File: config.mk
export PLATFORM = sky130hd
export DESIGN_NAME = down_counter_bank
export DESIGN_NICKNAME = d
export VERILOG_FILES = /design/src/rtl/dcb_pkg.sv /design/src/rtl/dcb_channel.sv /design/src/rtl/down_counter_bank.sv
export SDC_FILE = /design/constraint.sdc
export NUM_CORES = 1
export LEC_CHECK = 0
export CAP_MARGIN = 40
export CORE_MARGIN = 5
export CORE_UTILIZATION = 42
export CTS_CLUSTER_DIAMETER = 200
export DETAILED_ROUTE_END_ITERATION = 10
export PLACE_DENSITY = 0.76
export SETUP_SLACK_MARGIN = 0.3
export SLEW_MARGIN = 5
export SYNTH_ARGS = -nofsm -noshare
export SYNTH_HDL_FRONTEND = slang
export SYNTH_SLANG_ARGS = --single-unit
export TNS_END_PERCENT = 5
File: constraint.sdc
create_clock -name clk -period 2 [get_ports clk]
set_input_delay 0.4 -clock clk [delete_from_list [all_inputs] [get_ports clk]]
set_output_delay 0.4 -clock clk [all_outputs]
set_load 0.02 [all_outputs]
File: src/rtl/dcb_pkg.sv
// Shared types and constants for the down counter bank.
package dcb_pkg;

  typedef enum logic [1:0] {
    ARMED    = 2'd0,
    COUNTING = 2'd1,
    DONE     = 2'd2
  } dcb_state_t;

  localparam logic DCB_ONE_SHOT    = 1'b0;
  localparam logic DCB_AUTO_RELOAD = 1'b1;

endpackage

File: src/rtl/dcb_channel.sv
// One down-counter channel: counter, ARMED/COUNTING/DONE state machine and reload register.
// Auto-reload (and the reload register) exist only when DCB_AUTO_RELOAD_EN is defined.
module dcb_channel
  import dcb_pkg::*;
#(
  parameter int N = 8
) (
  input  logic         clk,
  input  logic         reset,
  input  logic         load,
  input  logic [N-1:0] load_value,
  input  logic         enable,
  input  logic         mode,
  output logic [N-1:0] count,
  output logic         active,
  output logic         done
);

  dcb_state_t   state_q, state_d;
  logic [N-1:0] count_q, count_d;
  logic         done_q, done_d;
  logic         reload_en;
  logic [N-1:0] reload_val;

`ifdef DCB_AUTO_RELOAD_EN
  logic [N-1:0] reload_q;

  always_ff @(posedge clk or posedge reset) begin
    if (reset) begin
      reload_q <= '1;
    end else if (load) begin
      reload_q <= load_value;
    end
  end

  assign reload_val = reload_q;
  assign reload_en  = (mode == DCB_AUTO_RELOAD);
`else
  logic unused_mode;

  assign unused_mode = mode;
  assign reload_val  = '1;
  assign reload_en   = 1'b0;
`endif

  always_ff @(posedge clk or posedge reset) begin
    if (reset) begin
      state_q <= ARMED;
      count_q <= '1;
      done_q  <= 1'b0;
    end else begin
      state_q <= state_d;
      count_q <= count_d;
      done_q  <= done_d;
    end
  end

  // A channel at zero is always in DONE, so the decrement path never wraps.
  always_comb begin
    state_d = state_q;
    count_d = count_q;
    done_d  = 1'b0;
    if (load) begin
      count_d = load_value;
      state_d = (load_value != '0) ? ARMED : DONE;
    end else if (enable && (state_q != DONE)) begin
      if (count_q > N'(1)) begin
        count_d = count_q - N'(1);
        state_d = COUNTING;
      end else begin
        done_d = 1'b1;
        if (reload_en) begin
          count_d = reload_val;
          state_d = COUNTING;
        end else begin
          count_d = '0;
          state_d = DONE;
        end
      end
    end
  end

  always_comb begin
    active = (state_q == COUNTING);
  end

  assign count = count_q;
  assign done  = done_q;

endmodule

File: src/rtl/down_counter_bank.sv
// Bank of CHANNELS independent down counters with a combined activity flag.
// Optional auto-reload per channel is compiled in with DCB_AUTO_RELOAD_EN.
module down_counter_bank
  import dcb_pkg::*;
#(
  parameter int N        = 8,
  parameter int CHANNELS = 4
) (
  input  logic                  clk,
  input  logic                  reset,
  input  logic [CHANNELS-1:0]   load,
  input  logic [CHANNELS*N-1:0] load_value,
  input  logic [CHANNELS-1:0]   enable,
  input  logic [CHANNELS-1:0]   mode,
  output logic [CHANNELS*N-1:0] count,
  output logic [CHANNELS-1:0]   active,
  output logic [CHANNELS-1:0]   done,
  output logic                  any_active
);

  generate
    for (genvar gi = 0; gi < CHANNELS; gi++) begin : g_ch
      dcb_channel #(
        .N(N)
      ) u_ch (
        .clk        (clk),
        .reset      (reset),
        .load       (load[gi]),
        .load_value (load_value[gi*N +: N]),
        .enable     (enable[gi]),
        .mode       (mode[gi]),
        .count      (count[gi*N +: N]),
        .active     (active[gi]),
        .done       (done[gi])
      );
    end
  endgenerate

  assign any_active = |active;

endmodule
Word level (Yosys, flattened, before mapping)
Index checks and enable logic that the tools add are counted.
Word-level totals
  bits in registers: 44
  latch bits: 0
  RAM bits: 0
  bits in read-only memories: 0
  output and inout bits: 41
  logic and storage cells: 81
  memories: 0
Operators by class
  $add $sub $neg: 4
  multipliers: 0
  divide/modulo/power cells: 0
  $lt $le $gt $ge: 4
  equal/unequal tests: 8
  shifts and indexed selects: 0
  muxes and demuxes: 40
  bitwise gates (word level): 0
  reduce and logical (&&, ||, !) cells: 13
Operator list (number)
  $mux W8: 12
  $gt A8 B1 Y1 const B: 4
  $mux W2: 16
  $reduce_bool A8 Y1: 4
  $sub A8 B1 Y8 const B: 4
  $mux W1: 12
  $eq A2 B1 Y1 const B: 4
  $ne A2 B2 Y1 const B: 4
  $reduce_bool A2 Y1: 4
  $logic_and A1 B1 Y1: 4
  $reduce_or A4 Y1: 1

Logic depth before layout (Yosys ltp)
Gate-level depths: netlist (run 1).
  word-level depth: 4
  gate-level depth with buffers: 7

Hierarchy
Synthesis (run 1) repeated with hierarchy kept, for this count alone.
Second synthesis, totals
  cells, all modules: 306
  area total of the unflattened synthesis: 2806.4 µm²
By module, submodules not included
  dcb_channel at g_ch[0].u_ch ...: times used 3, cells each 78, area each 705.7 µm², sequential area each 285.3 µm²
  dcb_channel at g_ch[3].u_ch: times used 1, cells each 71, area each 681.9 µm², sequential area each 285.3 µm²
  down_counter_bank: times used 1, cells each 1, area each 7.5 µm², sequential area each 0.0 µm²

Least setup slack after synthesis (run 1)
OpenSTA, ideal clock, no wires.
  path type: flip-flop to flip-flop
  start point: register g_ch[0].u_ch.count_q[0]
  end point: register g_ch[0].u_ch.count_q[5]
  library setup time: 83 ps
  arrival time: 1893 ps
  slack: 24 ps
  stages on the path, launching flop included: 7
  period minus slack after synthesis: 1976 ps
  cell sequence: dfstp_2 -> inv_1 -> ha_1 -> or2_2 -> and3_1 -> or3_1 -> a41oi_1
On the way
  longest elaborated chain between the ends: 4
  elaborated cells between the ends (all ways): 5
Ends and longest elaborated chain
  start: declaration: RTL line dcb_channel.sv:20  | logic [N-1:0] count_q, count_d;
  start signal: assignment: RTL line dcb_channel.sv:53  | count_q <= count_d;
  $sub A8 B1 Y8 / $gt A8 B1 Y1 (equally long branches): RTL line dcb_channel.sv:68, dcb_channel.sv:67
  $mux W8 *: RTL line dcb_channel.sv:67  | if (count_q > N'(1)) begin
  $mux W8 *: RTL line dcb_channel.sv:66  | end else if (enable && (state_q != DONE)) begin
  $mux W8 *: RTL line dcb_channel.sv:63  | if (load) begin
Every way passes the cells marked *; elsewhere a longest branch is shown, timed or not. The select of a mux whose other input is x is not followed.
A chain may end at the register's enable or synchronous reset.

Final worst setup path (run 1)
  start point: register g_ch[0].u_ch.count_q[3]
  end point: output count[3]
RTL lines
  end: declaration: RTL line down_counter_bank.sv:15  | output logic [CHANNELS*N-1:0] count,
No word-level cell between the ends.

==> results of run 1 <==
-- power groups by stage --
| stage | registers (mW) | clock network, mW | logic (mW) |
|---|---|---|---|
| after global routing | 1.16 | 0.825 | 0.799 |
| after detailed placement | 1.15 | 0 | 0.742 |
| after global placement | 1.15 | 0 | 0.730 |
| after floorplan | 1.22 | 0 | 0.319 |
| final | 1.14 | 0.750 | 0.735 |
| after CTS | 1.14 | 0.776 | 0.742 |
-- flip-flops by register name (all words and copies together), names as in the netlist --
name	count
g_ch.u_ch.done	4
g_ch.u_ch.state_q	8
g_ch.u_ch.count	32
-- synthesized netlist by cell type (2+ instances only) --
cell type / instances / area share
nand4b_1: 3 / 0.0096
dfstp_2: 32 / 0.31
ha_1: 8 / 0.036
o31ai_1: 3 / 0.0082
a22oi_1: 6 / 0.016
nand2b_1: 10 / 0.023
o211ai_1: 3 / 0.0082
or2_2: 3 / 0.0068
buf_4: 8 / 0.022
or4_1: 3 / 0.0082
nand3b_1: 2 / 0.0055
nor2_1: 22 / 0.030
and3_1: 4 / 0.0091
and2_1: 2 / 0.0046
inv_1: 17 / 0.023
nand3_1: 12 / 0.022
a41oi_1: 2 / 0.0064
o31a_1: 2 / 0.0064
nand4_1: 5 / 0.011
nor2b_1: 5 / 0.011
o41a_1: 2 / 0.0082
a32oi_1: 2 / 0.0064
or3_1: 9 / 0.020
clkbuf_1: 9 / 0.012
xnor2_1: 4 / 0.013
a2bb2oi_1: 7 / 0.022
a21oi_1: 11 / 0.020
dfrtp_1: 12 / 0.11
o21ai_0: 16 / 0.029
mux2i_1: 6 / 0.022
a31oi_1: 11 / 0.025
nor4_1: 9 / 0.020
o21a_1: 3 / 0.0082
nor3_1: 14 / 0.026
nand2_1: 23 / 0.031
-- cell families (layout without fill, tap and decap cells) --
kind of cell | Yosys count | after routing | share of synthesized area
compound gates | 73 | 73 | 0.1818
xor+xnor | 4 | 4 | 0.01275
fa+ha+maj | 8 | 8 | 0.03645
buf+inv | 34 | 119 | 0.05740
flops | 44 | 44 | 0.4155
mux | 7 | 7 | 0.02597
simple gates | 134 | 134 | 0.2702
-- worst paths after layout --
kind,startpoint,to,cells after the start
worst max-delay path,g_ch[0].u_ch.count[3],count[3],1
worst min-delay path,reset,g_ch[2].u_ch.done,3
worst max register to register,g_ch[0].u_ch.count[0],g_ch[0].u_ch.count[7],5
worst min register to register,g_ch[1].u_ch.state_q[0],g_ch[1].u_ch.state_q[0],2
max in group asynchronous,reset,g_ch[0].u_ch.count[2],3
min in group clk,g_ch[1].u_ch.state_q[0],g_ch[1].u_ch.state_q[0],2
-- per-stage QoR --
stage          utilization  area, µm²
3_5_place_dp        0.5823       3697
5_1_grt             0.6024       3825
3_3_place_gp        0.5823       3697
2_1_floorplan            -       2771
4_1_cts             0.6012       3817
6_report            0.6024       3825
-- routing by layer --
layer	routed length (µm)	global-route usage
met1	3188	0.2302
met4	88	0.04768
met2	3419	0.2785
met3	426	0.03083
met5	0	0
-- worst min-delay path: cells and delay by family --
kind / cells / cell delay [ns]
buffers and inverters: 3 / 0.73
-- repair_timing --
item / 4_1_cts / 5_1_grt
buffers inserted: 0 / 0
gates resized for setup: 5 / 3
endpoints found under the setup margin: 54 / 63
pin swaps: 0 / 0
-- cell type report --
class,count,area share
Timing Repair Buffer,94,0.2417
Clock buffer,7,0.02519
Tap cell,77,0.02519
Clock inverter,1,0.007851
Sequential cell,44,0.2983
Multi-Input combinational cell,226,0.3850
Inverter,17,0.01668
==> summary.md, run 1 <==
| Metric | Value |
|---|---|
| Number of remaining DRC errors | `0` |
| Flip-flop and latch area | `~1100 µm²` |
| Initial Util | `0.4325` |
| Power after layout | `approximately 2.6 mW` |
| Most frequent cells in the layout | `clkdlybuf4s50_1 (77), dfstp_2 (32), nand2_1 (23), nor2_1 (22), o21ai_0 (16)` |
| Maxcap violations | `0` |
| Leak | `roughly 1.6 nW` |
| P per Cell Area | `roughly 690 nW/µm²` |
| Core area | `around 6300 µm²` |
| DRT antenna net count | `0` |
| Relative slew margins | `0.7676` |
| Worst-margin pin slew | `0.3455 ns` |
| Largest net degree at the start of global routing | `45` |
| Crit path setup slack, layout | `just over 0.06 ns` |
| Bufs on Longest Clock Path | `2` |
| Worst Setup End Kind | `output port` |
| Via-to-Cell Ratio | `about 5.7` |
| Setup TNS | `0 ns` |
| Synthesized area per cell | `about 9 µm²` |
| Startpoint type of the worst setup path | `flop` |
| RSZ-0062 raised after global routing | `yes` |
| Routed len/inst | `about 15 µm` |
| Initial antenna violation count | `0` |
| Post-Layout Cell Count | `between 400 and 500` |
| Total global routing overflow | `0` |
| Placed cells | `around 460` |
| Final setup vio count | `0` |
| Max Fclk | `around 520 MHz` |
| Most common cell after layout, fill and taps aside | `clkdlybuf4s50_1` |
| Flop2flop setup slack | `0.15 ns` |
| Vias in the first global route | `2520` |
| DRT iter0 DRCs | `77` |
| IO Pins | `just under 90` |
| Synth Register Bits | `44` |
| Routed wire length | `7122 µm` |
| GP Congestion | `~0.91` |
| Sink Count | `44` |
| Hold Buf Count CTS | `0` |
| Synth warn | `0` |
| P&R area growth vs syn | `39.27%` |
| Crit-path max FO | `6` |
| Post-synthesis cell area | `about 2700 µm²` |
| Ratio of cells with drive above 1 in the final layout | `0.1825` |
| CP max-delay cell | `clkdlybuf4s50_1` |
| P_int | `~1.8 mW` |
| CTS tree | `done` |
| WS Path Type | `flop to output port` |
| Period utilization | `0.9697` |
| Hold crit path type | `primary input to asynchronous set/reset pin` |
| FP Rows | `29` |
| Post-synth cell types | `49` |
| Die area | `a little over 8000 µm²` |
| Dpl ws | `approximately 0.036 ns` |
| WHS | `between 0.4 and 0.5 ns` |
| Post-synth net total | `between 300 and 400` |
| Clk pwr share | `0.286` |
| Routed vias | `2655` |
| Psw | `around 0.78 mW` |
| Total GRT Usage | `0.1703` |
| Clock period minus worst slack | `about 1.9 ns` |
| Antenna Cells | `0` |
| Switching Fraction | `0.2986` |
| CP peak stage delay | `approximately 0.63 ns` |
| Worst-path clk slew | `~0.090 ns` |
| Sequential cell area fraction in the yosys report | `0.4155` |
| Nets | `around 440` |
| Hold Fails Final Rpt | `0` |
| # port buffers | `just over 80` |
| Fill cell count | `559` |
| Mapped Cells | `about 300` |
| Asr flop ratio synth | `1.000` |
| First-pass GRT wire length | `11920 µm` |
| Sequential Power Share | `0.434` |
| Buf/Inv on CP | `1` |
| Worst VDD drop | `0.4241 mV` |
| Status | `finished, final reports clean` |
| Worst EP required | `1.60 ns` |
| Worst-path cell chain | `clkdlybuf4s50_1` |
| DP Wirelength | `between 5000 and 6000 µm` |
| CP delay by family, top | `buffers and inverters` |
| Clock latency on the worst-skew pair | `0.29 ns` |
| DIE WIDTH | `about 91 µm` |
| Drt pass-1 iters | `4` |
| Die Y | `~90 µm` |
| Clock skew | `0.004926 ns` |
| Root Buffer | `clkbuf_8` |
| Combinational Power Share | `0.280` |
| TritonCTS Buffers | `5` |
| Max-slew violations | `0` |
| Multi-input gate area | `around 1500 µm²` |
| Post-synth top flop | `dfstp_2` |
| Worst EP arrival | `1.54 ns` |
| Number of flops mapped to enable cells by yosys | `0` |
| H-tree levels | `2` |
No activity file was read; power rests on OpenSTA's default activity.
==> run 2: changes to the inputs <==
--- a/config.mk
+++ b/config.mk
@@ -7,10 +7,11 @@
 export LEC_CHECK = 0
 export CAP_MARGIN = 40
 export CORE_MARGIN = 5
-export CORE_UTILIZATION = 42
+export CORE_UTILIZATION = 44
+export CTS_BUF_LIST = sky130_fd_sc_hd__clkbuf_8
 export CTS_CLUSTER_DIAMETER = 200
 export DETAILED_ROUTE_END_ITERATION = 10
-export PLACE_DENSITY = 0.76
+export PLACE_DENSITY = 0.8
 export SETUP_SLACK_MARGIN = 0.3
 export SLEW_MARGIN = 5
 export SYNTH_ARGS = -nofsm -noshare
==> summary.md, run 2 (synthesis results as in run 1) <==
| Metric | Value |
|---|---|
| Routed vias | `2642 (was 2655)` |
| TritonCTS Buffers | `5 (unchanged)` |
| Worst Setup End Kind | `output port (unchanged)` |
| RSZ-0062 raised after global routing | `yes (unchanged)` |
| CP peak stage delay | `0.63 ns (about the same)` |
| Multi-input gate area | `1473 µm² (unchanged)` |
| Routed len/inst | `15.16 µm (was 15.28 µm)` |
| IO Pins | `87 (unchanged)` |
| Post-CTS setup buffers | `0 (unchanged)` |
| WHS | `0.4892 ns (was 0.4707 ns)` |
| Die area | `7922 µm² (was 8256 µm²)` |
| Worst VDD drop | `0.4460 mV (was 0.4241 mV)` |
| Worst EP required | `1.60 ns (about the same)` |
| Vias in the first global route | `2589 (was 2520)` |
| Most frequent cells in the layout | `clkdlybuf4s50_1 (77), dfstp_2 (32), nand2_1 (23), nor2_1 (22) (was clkdlybuf4s50_1 (77), dfstp_2 (32), nand2_1 (23), nor2_1 (22), o21ai_0 (16))` |
| H-tree levels | `2 (unchanged)` |
| GP Congestion | `0.8916 (was 0.9077)` |
| Nets | `444 (was 442)` |
| FP Rows | `28 (was 29)` |
| Core area | `5991 µm² (was 6350 µm²)` |
| Final setup vio count | `0 (unchanged)` |
| Max FFs per register | `32 (unchanged)` |
| Antenna Cells | `0 (unchanged)` |
| # port buffers | `82 (unchanged)` |
| Flop2flop setup slack | `0.13 ns (was 0.15 ns)` |
| Initial antenna violation count | `0 (unchanged)` |
| Routed wire length | `7065 µm (was 7122 µm)` |
| Status | `finished, final reports clean (unchanged)` |
| DP Wirelength | `5458 µm (was 5384 µm)` |
| Hold crit path type | `primary input to asynchronous set/reset pin (unchanged)` |
| Combinational Power Share | `0.291 (was 0.280)` |
| Sink Count | `44 (unchanged)` |
| Worst Reg-to-Reg Cells | `4 (was 5)` |
| WS Path Type | `flop to output port (unchanged)` |
| Period utilization | `0.9649 (was 0.9697)` |
| Total GRT Usage | `0.1859 (was 0.1703)` |
| CP delay by family, top | `buffers and inverters (unchanged)` |
| Root Buffer | `clkbuf_8 (unchanged)` |
| Hold Fails Final Rpt | `0 (unchanged)` |
| Buf/Inv on CP | `1 (unchanged)` |
| Crit-path max FO | `6 (unchanged)` |
| Clock skew | `0.004916 ns (was 0.004926 ns)` |
| DRT antenna net count | `0 (unchanged)` |
| DP Area | `3710 µm² (was 3697 µm²)` |
| Via-to-Cell Ratio | `5.670 (was 5.697)` |
| CP max-delay cell | `clkdlybuf4s50_1 (unchanged)` |
| Ratio of cells with drive above 1 in the final layout | `0.1841 (was 0.1825)` |
| DIE WIDTH | `89.01 µm (was 90.87 µm)` |
| DRT iter0 DRCs | `67 (was 77)` |
| Most common cell after layout, fill and taps aside | `clkdlybuf4s50_1 (unchanged)` |
| First-pass GRT wire length | `11910 µm (was 11920 µm)` |
| Placed cells | `458 (unchanged)` |
| Number of remaining DRC errors | `0 (unchanged)` |
| Max-slew violations | `0 (unchanged)` |
| P per Cell Area | `667.7 nW/µm² (was 685.7 nW/µm²)` |
| Startpoint type of the worst setup path | `flop (unchanged)` |
| Switching Fraction | `0.3065 (was 0.2986)` |
| Flip-flop and latch area | `1141 µm² (unchanged)` |
| Finished Cell Area | `3819 µm² (was 3825 µm²)` |
| Reg2Reg Launch Point | `g_ch[2].u_ch.count[2] (was g_ch[0].u_ch.count[0])` |
| Largest net degree at the start of global routing | `45 (unchanged)` |
| Worst-path cell chain | `clkdlybuf4s50_1 (unchanged)` |
| Post-Layout Cell Count | `466 (unchanged)` |
| Power after layout | `2.550 mW (was 2.623 mW)` |
| Setup TNS | `0 ns (unchanged)` |
| Initial Util | `0.4584 (was 0.4325)` |
| Psw | `0.7815 mW (was 0.7831 mW)` |
| CP Launch Point | `g_ch[0].u_ch.count[3] (unchanged)` |
| Fill cell count | `532 (was 559)` |
| Clock latency on the worst-skew pair | `0.29 ns (about the same)` |
| Total global routing overflow | `0 (unchanged)` |
| Worst-margin pin slew | `0.4043 ns (was 0.3455 ns)` |
| Maxcap violations | `0 (unchanged)` |
| Max Fclk | `518.2 MHz (was 515.6 MHz)` |
| P_int | `1.768 mW (was 1.840 mW)` |
| Relative slew margins | `0.7284 (was 0.7676)` |
| Worst EP arrival | `1.53 ns (was 1.54 ns)` |
| Drt pass-1 iters | `4 (unchanged)` |
| Leak | `1.577 nW (was 1.567 nW)` |
| Worst-path clk slew | `0.09 ns (about the same)` |
| P&R area growth vs syn | `39.04% (was 39.27%)` |
| Die Y | `89.01 µm (was 90.87 µm)` |
| RR Endpoint | `g_ch[2].u_ch.count[7] (was g_ch[0].u_ch.count[7])` |
| Clk pwr share | `0.263 (was 0.286)` |
| Sequential Power Share | `0.446 (was 0.434)` |
| CTS tree | `done (unchanged)` |
| Clock period minus worst slack | `1.930 ns (was 1.939 ns)` |
| Bufs on Longest Clock Path | `2 (unchanged)` |
| Hold Buf Count CTS | `0 (unchanged)` |
-- run 2: cell type report --
class / instances / area share
Sequential cell: 44 / 0.2988
Multi-Input combinational cell: 226 / 0.3856
Clock inverter: 3 / 0.01016
Tap cell: 75 / 0.02457
Timing Repair Buffer: 96 / 0.2461
Inverter: 17 / 0.01671
Clock buffer: 5 / 0.01802
-- run 2: timing repair --
| item | 4_1_cts | 5_1_grt |
|---|---|---|
| endpoints found under the setup margin | 54 | 63 |
| hold endpoints to repair | 0 | 0 |
| gates resized for setup | 5 | 3 |
-- run 2: power groups by stage --
stage                     clock, mW  sequential [mW]  combinational (mW)
after floorplan                   0             1.22               0.319
after global placement            0             1.15               0.733
after detailed placement          0             1.15               0.747
after CTS                     0.685             1.14               0.748
after global routing          0.721             1.16               0.813
final                         0.671             1.14               0.741
-- run 2: through the flow --
step / utilization / setup WS, ns
6_report: 0.6374 / 0.07011
5_1_grt: 0.6374 / 0.02074
3_5_place_dp: 0.6193 / 0.04672
3_3_place_gp: 0.6193 / 0.05106
2_1_floorplan: - / 0.2014
4_1_cts: 0.6362 / 0.02974
-- run 2: worst max-delay path by stage --
stage                       endpoint  slack [ns]  depth (start not counted)
2_1_floorplan  g_ch[0].u_ch.count[1]        0.20                          6
3_3_place_gp              any_active        0.05                          3
3_5_place_dp              any_active        0.05                          3
4_1_cts                    active[2]        0.03                          3
5_1_grt                     count[3]        0.02                          1
6_report                    count[3]        0.07                          1
-- run 2: routing by layer --
| metal | share of wire | up-vias | track usage |
|---|---|---|---|
| li1 | - | 1292 | - |
| met2 | 0.49 | 82 | 0.3158 |
| met1 | 0.45 | 1264 | 0.2491 |
| met3 | 0.058 | 4 | 0.03687 |
| met5 | 0 | - | 0 |
| met4 | 0.0047 | 0 | 0.03383 |
-- run 2: tightest hold or removal path, cell delays in order --
cell and delay, ns:
clkdlybuf4s50_1 0.40, inv_1 0.10, buf_12 0.25
